<file path="config.mk">
export PLATFORM = sky130hd
export DESIGN_NAME = vc_egress_scheduler_flat
export DESIGN_NICKNAME = d
export VERILOG_FILES = /design/src/rtl/vc_egress_scheduler_pkg.sv /design/src/rtl/vc_egress_scheduler_if.sv /design/src/rtl/vc_egress_scheduler_rr_arbiter4.sv /design/src/rtl/vc_egress_scheduler.sv /design/src/flat_wrapper.sv
export SDC_FILE = /design/constraint.sdc
export NUM_CORES = 1
export LEC_CHECK = 0
export ABC_AREA = 1
export BUFFER_PORTS_ARGS = -buffer_cell sky130_fd_sc_hd__buf_4
export CAP_MARGIN = 20
export CORE_MARGIN = 2
export CORE_UTILIZATION = 40
export CTS_CLUSTER_SIZE = 28
export DETAILED_ROUTE_END_ITERATION = 8
export PLACE_DENSITY = 0.73
export SYNTH_ARGS = -nofsm -noshare
export SYNTH_HDL_FRONTEND = slang
export SYNTH_SLANG_ARGS = --single-unit
export TNS_END_PERCENT = 1
</file>
<file path="constraint.sdc">
create_clock -name clk -period 5.95 [get_ports clk]
set_input_delay 0.8925 -clock clk [delete_from_list [all_inputs] [get_ports clk]]
set_output_delay 0.8925 -clock clk [all_outputs]
set_load 0.01 [all_outputs]
</file>
<file path="src/rtl/vc_egress_scheduler_pkg.sv">
// Shared types and widths for the per-class egress scheduler.
package vc_egress_scheduler_pkg;

    localparam int unsigned NUM_CLASS   = 4;
    localparam int unsigned CLASS_W     = 2;
    localparam int unsigned PAYLOAD_W   = 12;
    localparam int unsigned OUT_W       = 16;
    localparam int unsigned SEQ_FIELD_W = OUT_W - CLASS_W - PAYLOAD_W;
    localparam int unsigned CREDIT_W    = 3;

    typedef enum logic [1:0] {
        ST_IDLE = 2'd0,
        ST_POP  = 2'd1,
        ST_CAPT = 2'd2,
        ST_SEND = 2'd3
    } state_e;

    typedef struct packed {
        logic [CLASS_W-1:0]     cls;
        logic [SEQ_FIELD_W-1:0] seq;
        logic [PAYLOAD_W-1:0]   payload;
    } out_word_t;

endpackage

</file>
<file path="src/rtl/vc_egress_scheduler_if.sv">
// Link-layer valid/ready word channel out of the egress scheduler.
interface vc_egress_scheduler_if;
    import vc_egress_scheduler_pkg::*;

    out_word_t out_data;
    logic      out_valid;
    logic      out_ready;

    modport master (output out_data, output out_valid, input out_ready);
    modport slave  (input out_data, input out_valid, output out_ready);

endinterface

</file>
<file path="src/rtl/vc_egress_scheduler_rr_arbiter4.sv">
// Combinational 4-way round-robin pick: first requester at or after ptr.
module rr_arbiter4
    import vc_egress_scheduler_pkg::*;
(
    input  logic [NUM_CLASS-1:0] req,
    input  logic [CLASS_W-1:0]   ptr,
    output logic [CLASS_W-1:0]   gnt_idx,
    output logic                 any
);

    logic [CLASS_W-1:0] idx;

    // Walk offsets from farthest to nearest so the nearest requester wins.
    always_comb begin
        gnt_idx = ptr;
        any     = |req;
        idx     = ptr;
        for (int i = NUM_CLASS - 1; i >= 0; i--) begin
            idx = ptr + CLASS_W'(i);
            if (req[idx]) gnt_idx = idx;
        end
    end

endmodule

</file>
<file path="src/rtl/vc_egress_scheduler.sv">
// Drains four per-class FIFOs round-robin under link credit and emits
// tagged words {class, seq, payload} over a valid/ready channel.
module vc_egress_scheduler
    import vc_egress_scheduler_pkg::*;
#(
    parameter int unsigned CREDIT_MAX = 4,
    parameter int unsigned SEQ_W      = 2
) (
    input  logic                  clk,
    input  logic                  reset_L,
    input  logic [NUM_CLASS-1:0]  fifo_empty,
    input  logic [PAYLOAD_W-1:0]  fifo_data0,
    input  logic [PAYLOAD_W-1:0]  fifo_data1,
    input  logic [PAYLOAD_W-1:0]  fifo_data2,
    input  logic [PAYLOAD_W-1:0]  fifo_data3,
    output logic [NUM_CLASS-1:0]  fifo_pop,
    input  logic [NUM_CLASS-1:0]  credit_return,
    vc_egress_scheduler_if.master link,
    output logic                  credit_err,
    output logic                  idle
);

    localparam logic [CREDIT_W-1:0] CMAX = CREDIT_W'(CREDIT_MAX);

    state_e               state_q;
    state_e               state_nxt;
    logic [CLASS_W-1:0]   grant_q;
    logic [CLASS_W-1:0]   rr_q;
    logic [CLASS_W-1:0]   arb_idx;
    logic                 arb_any;
    logic [SEQ_W-1:0]     seq_q;
    logic [NUM_CLASS-1:0] eligible;
    logic [NUM_CLASS-1:0] credit_ovf;
    logic [PAYLOAD_W-1:0] fifo_data [NUM_CLASS];

    assign fifo_data[0] = fifo_data0;
    assign fifo_data[1] = fifo_data1;
    assign fifo_data[2] = fifo_data2;
    assign fifo_data[3] = fifo_data3;

    // Per-class credit counter; a same-cycle take and return cancel out.
    for (genvar n = 0; n < NUM_CLASS; n++) begin : g_credit
        logic [CREDIT_W-1:0] credit_q;
        logic                dec;
        logic                inc;

        assign dec           = (state_q == ST_POP) && (grant_q == CLASS_W'(n));
        assign inc           = credit_return[n];
        assign eligible[n]   = !fifo_empty[n] && (credit_q != '0);
        assign credit_ovf[n] = inc && !dec && (credit_q == CMAX);

        always_ff @(posedge clk or negedge reset_L) begin
            if (!reset_L) begin
                credit_q <= CMAX;
            end else if (dec && !inc) begin
                credit_q <= credit_q - CREDIT_W'(1);
            end else if (inc && !dec && (credit_q != CMAX)) begin
                credit_q <= credit_q + CREDIT_W'(1);
            end
        end
    end

    rr_arbiter4 u_arb (
        .req     (eligible),
        .ptr     (rr_q),
        .gnt_idx (arb_idx),
        .any     (arb_any)
    );

    always_comb begin
        state_nxt = state_q;
        case (state_q)
            ST_IDLE: if (arb_any) state_nxt = ST_POP;
            ST_POP:  state_nxt = ST_CAPT;
            ST_CAPT: state_nxt = ST_SEND;
            ST_SEND: if (link.out_ready) state_nxt = ST_IDLE;
            default: state_nxt = ST_IDLE;
        endcase
    end

    // Grant is committed in IDLE; FIFO state is not rechecked afterwards.
    always_ff @(posedge clk or negedge reset_L) begin
        if (!reset_L) begin
            state_q        <= ST_IDLE;
            grant_q        <= '0;
            rr_q           <= '0;
            seq_q          <= '0;
            fifo_pop       <= '0;
            link.out_data  <= '0;
            link.out_valid <= 1'b0;
            credit_err     <= 1'b0;
            idle           <= 1'b0;
        end else begin
            state_q  <= state_nxt;
            fifo_pop <= '0;
            idle     <= (state_nxt == ST_IDLE) && (&fifo_empty);
            if (|credit_ovf) credit_err <= 1'b1;
            case (state_q)
                ST_IDLE: begin
                    if (arb_any) begin
                        grant_q  <= arb_idx;
                        fifo_pop <= NUM_CLASS'(1) << arb_idx;
                    end
                end
                ST_CAPT: begin
                    link.out_data  <= '{cls:     grant_q,
                                       seq:     SEQ_FIELD_W'(seq_q),
                                       payload: fifo_data[grant_q]};
                    link.out_valid <= 1'b1;
                end
                ST_SEND: begin
                    if (link.out_ready) begin
                        link.out_valid <= 1'b0;
                        seq_q          <= seq_q + SEQ_W'(1);
                        rr_q           <= grant_q + CLASS_W'(1);
                    end
                end
                default: ;
            endcase
        end
    end

endmodule

</file>
<file path="src/flat_wrapper.sv">
// flat-port wrapper written by rule: the top's interface ports become plain ports
module vc_egress_scheduler_flat import vc_egress_scheduler_pkg::*;
#(
    parameter int unsigned CREDIT_MAX = 4,
    parameter int unsigned SEQ_W      = 2
)
  (clk, reset_L, fifo_empty, fifo_data0, fifo_data1, fifo_data2, fifo_data3, fifo_pop, credit_return, credit_err, idle, link_out_data, link_out_valid, link_out_ready);
  vc_egress_scheduler_if link_i ();
  input  logic clk;
  input  logic reset_L;
  input  logic [NUM_CLASS-1:0] fifo_empty;
  input  logic [PAYLOAD_W-1:0] fifo_data0;
  input  logic [PAYLOAD_W-1:0] fifo_data1;
  input  logic [PAYLOAD_W-1:0] fifo_data2;
  input  logic [PAYLOAD_W-1:0] fifo_data3;
  output logic [NUM_CLASS-1:0] fifo_pop;
  input  logic [NUM_CLASS-1:0] credit_return;
  output logic credit_err;
  output logic idle;
  output wire logic [$bits(link_i.out_data)-1:0] link_out_data;
  output wire logic [$bits(link_i.out_valid)-1:0] link_out_valid;
  input wire logic [$bits(link_i.out_ready)-1:0] link_out_ready;
  assign link_out_data = link_i.out_data;
  assign link_out_valid = link_i.out_valid;
  assign link_i.out_ready = link_out_ready;
  vc_egress_scheduler #(.CREDIT_MAX(CREDIT_MAX), .SEQ_W(SEQ_W)) u_core (.clk(clk), .reset_L(reset_L), .fifo_empty(fifo_empty), .fifo_data0(fifo_data0), .fifo_data1(fifo_data1), .fifo_data2(fifo_data2), .fifo_data3(fifo_data3), .fifo_pop(fifo_pop), .credit_return(credit_return), .link(link_i), .credit_err(credit_err), .idle(idle));
endmodule
</file>
==> out/summary.md <==
The worst clock skew is 4.14 ps. The worst setup path is launched from a flop. Across the VDD grid, the largest voltage drop is 227 uV. The startpoint-to-endpoint class of the critical path is reg2reg.

Max-cap violations in this run came to 0. The detail-routed via count per cell works out to 4.81. Clock latency on the worst-skew pair, taken at its later pin, is 300 ps.

The logs give 0 for the number of warnings issued by yosys and 0 for the final setup violation count. The area of the multi-input gates came out at 1230 um2. Before antenna repair, the detailed router went through 4 iterations. Dividing total power by cell area gives a power density of 506 nW/um2. The number of standard cells in the final layout excluding fillers is 482.

Setup slack closes at 2800 ps. During placement, the flow inserted port buffers numbering 81. The total nets after synthesis came out at 395. For this run, design rule violations remaining after detail routing come to 0. For the worst setup path, the data arrival time is 3390 ps.

The cell with the most instances after synthesis is sky130_fd_sc_hd__nor2_1. The number of CTS-inserted buffers came out at 5. For the pin with the worst max-slew slack, the measured transition is 1020 ps. In this run, synthesis inferred 0 flip-flops with an integrated enable.

In this run the most critical hold path is launched from u_core.seq_q[1]$_DFFE_PN0P_. The run gives 328 as the number of cells produced by synthesis. For the clock sink count, the log shows 43. The detailed router finished its first iteration with 96 violations.

For the final weighted congestion in routability-driven placement, the log shows 0.825. Setup repair after global routing left no endpoint under its margin. The startpoint identified for the worst register-to-register timing path is u_core.grant_q[0]$_DFFE_PN0P_. CTS built an H-tree with a depth of 2. The tree is rooted in a sky130_fd_sc_hd__clkbuf_8. The run gives 2317 as the count of vias placed by the detailed router. The flow ran to the end, and the final reports show no timing, DRC or antenna violations. For the number of global-route vias before repair, the log shows 2282. The clock input transition at the sequential cells of the worst setup and hold paths is 90 ps. The fill cell total of the finished layout is 542, and the placed wire-length estimate after detailed placement is 4600 um.

Across the whole layout, storage elements account for 1080 um2. Once the clock tree was built, the resizer swapped 0 gates to a different size. The share of final-layout standard cells stronger than drive strength 1 works out to 0.273.

By count the netlist is led by 72 x sky130_fd_sc_hd__nor2_1, 49 x sky130_fd_sc_hd__nand2_1, 39 x sky130_fd_sc_hd__dfrtp_1, 38 x sky130_fd_sc_hd__inv_1, 33 x sky130_fd_sc_hd__o21ai_0. The first global-routing pass estimated 10400 um of wire. The number of distinct standard cells referenced by the synthesized netlist was 32. The area overhead of the layout relative to synthesis was 29.8%.

The tools report the initial antenna violation count as 0. The min-delay analysis places its worst path in the category reg2reg. The detail route stage leaves a number of antenna-violating nets equal to 0. The fraction of synthesized cell area taken by the top area cell type is 0.387. The async set-or-reset flop fraction in the synthesized netlist is 1.00. The pin count of the biggest net entering global routing came out at 44.

Yosys attributes the largest share of cell area to sky130_fd_sc_hd__dfrtp_1 39%, sky130_fd_sc_hd__nor2_1 11%, sky130_fd_sc_hd__nand2_1 7.3%. The pre-CTS setup slack is 2800 ps, and the layout net count is 473. The most critical setup path has its startpoint at u_core.grant_q[0]$_DFFE_PN0P_. The post-route core utilization was 0.546; the starting utilization of the core area was 0.421. The worst max-slew margin expressed relative to the limit is 0.320, and the final wirelength is 6050 um. The die covers 6960 um2. In this run, placement finished with an instance count of 474.

The floorplan step set the die height to 83.4 um. The longest clock path from root to sink contains 2 buffers. Final clock period utilization by the worst path: 0.529. The wire length per cell after detailed routing works out to 12.5 um. In the synthesized netlist the dominant register cell turns out to be sky130_fd_sc_hd__dfrtp_1. The synthesized netlist occupies a cell area of 2520 um2.

The area after detailed placement was 3180 um2. The total area inside the core boundary comes to 5990 um2. The number of inserted diodes was 0.

Post-CTS timing repair inserted 0 buffers for setup. For this design the static power due to leakage is 1.65 nW. Post-route worst hold slack: 483 ps.

The synthesized flop and latch total came out at 43. The required time at the worst-slack endpoint is 6190 ps, and the number of hold buffers added after cts is 0. After routing, the total negative slack on setup checks comes to 0 ps. The worst setup path is captured at a flop. The total power was 1.66 mW; the highest clock frequency the design can meet was 317 MHz. The synthesized area per cell was 7.69 um2. The library cell with the largest summed area after synthesis was sky130_fd_sc_hd__dfrtp_1.

For the final-report hold violation count, the log shows 0. The total global routing track utilization is 0.181. The tools report the proportion of synthesized chip area in sequential cells as 0.429. Measured along the x axis, the die boundary spans 83.4 um. After routing the design area is 3270 um2.

The routed design could run at a clock period as short as 3150 ps. Maximum fanout along the worst path: 29. TritonCTS built the clock tree. The overall overflow remaining after global route is 0. The tools report the number of rows created at floorplan as 28. Final count of pins violating max slew: 0. 82 I/O pins were placed.
[flip-flops by register name, summed over array words and instances, names as in the netlist]
register,cells
u_core.credit_err,1
u_core.fifo_pop,4
u_core.g_credit.credit_q,12
u_core.grant_q,2
u_core.idle,1
u_core.link.out_data,16
u_core.link.out_valid,1
u_core.rr_q,2
u_core.seq_q,2
u_core.state_q,2
[where the power goes]
group	switching [mW]	leakage (nW)	total [mW]	internal (mW)
logic	0.503	1.10	0.868	0.365
clock network	0.115	0.0495	0.202	0.0873
registers	0.141	0.498	0.585	0.445
total	0.759	1.65	1.66	0.897
[logic make-up after synthesis]
family | share of synthesized area
multiplexers | 0.0179
AND/OR/NAND/NOR | 0.252
XOR/XNOR | 0.0412
adder cells (fa/ha/maj) | 0.0516
buffers and inverters | 0.0823
flip-flops | 0.429
AO/OA/AOI/OAI | 0.126
[layout by cell type, fill, tap and decap left out, drive strengths merged]
master    n
buf      81
nor2     74
nand2    53
inv      44
dfrtp    39
o21ai    35
nand3    17
a31oi    13
xor2     10
nor3      5
clkbuf    5
a21oi     4
mux2      4
fa        4
ha        4
dfstp     4
nand4     3
clkinv    2
o31ai     2
o21a      1
o2111ai   1
o21bai    1
xnor2     1
[per-layer routing]
metal  wire [um]  GRT usage  up-vias
li1            -          -     1200
met4          63     0.0484        0
met2        2850      0.294       65
met3         414     0.0547        6
met1        2720      0.235     1046
met5           0          0        -
[final timing paths]
kind / to / slack (ps) / cells past startpoint
max: u_core.g_credit[2].credit_q[2]$_DFFE_PN1P_ / 2800 / 8
min: u_core.seq_q[1]$_DFFE_PN0P_ / 480 / 1
max reg2reg: u_core.g_credit[2].credit_q[2]$_DFFE_PN1P_ / 2800 / 8
min reg2reg: u_core.seq_q[1]$_DFFE_PN0P_ / 480 / 1
max in group asynchronous: u_core.g_credit[0].credit_q[2]$_DFFE_PN1P_ / 5010 / 1
min in group asynchronous: u_core.g_credit[1].credit_q[0]$_DFFE_PN0P_ / 570 / 1
[area by class of cell]
| cell class | count | share of cell area |
|---|---|---|
| multi-input combinational | 232 | 0.377 |
| sequential | 43 | 0.330 |
| timing repair buffer | 81 | 0.186 |
| inverter | 43 | 0.0493 |
| tap | 75 | 0.0287 |
| clock buffer | 5 | 0.0210 |
| clock inverter | 3 | 0.00803 |
[critical path, cell delays in order (launching register included)]
cell and delay [ps]:
sky130_fd_sc_hd__dfrtp_1 890, sky130_fd_sc_hd__clkinv_1 820, sky130_fd_sc_hd__ha_1 480, sky130_fd_sc_hd__inv_1 70, sky130_fd_sc_hd__nor3_1 50, sky130_fd_sc_hd__inv_1 110
sky130_fd_sc_hd__fa_1 180, sky130_fd_sc_hd__mux2_2 340, sky130_fd_sc_hd__xor2_1 140
Note: power is estimated with default switching activity, not from simulation.
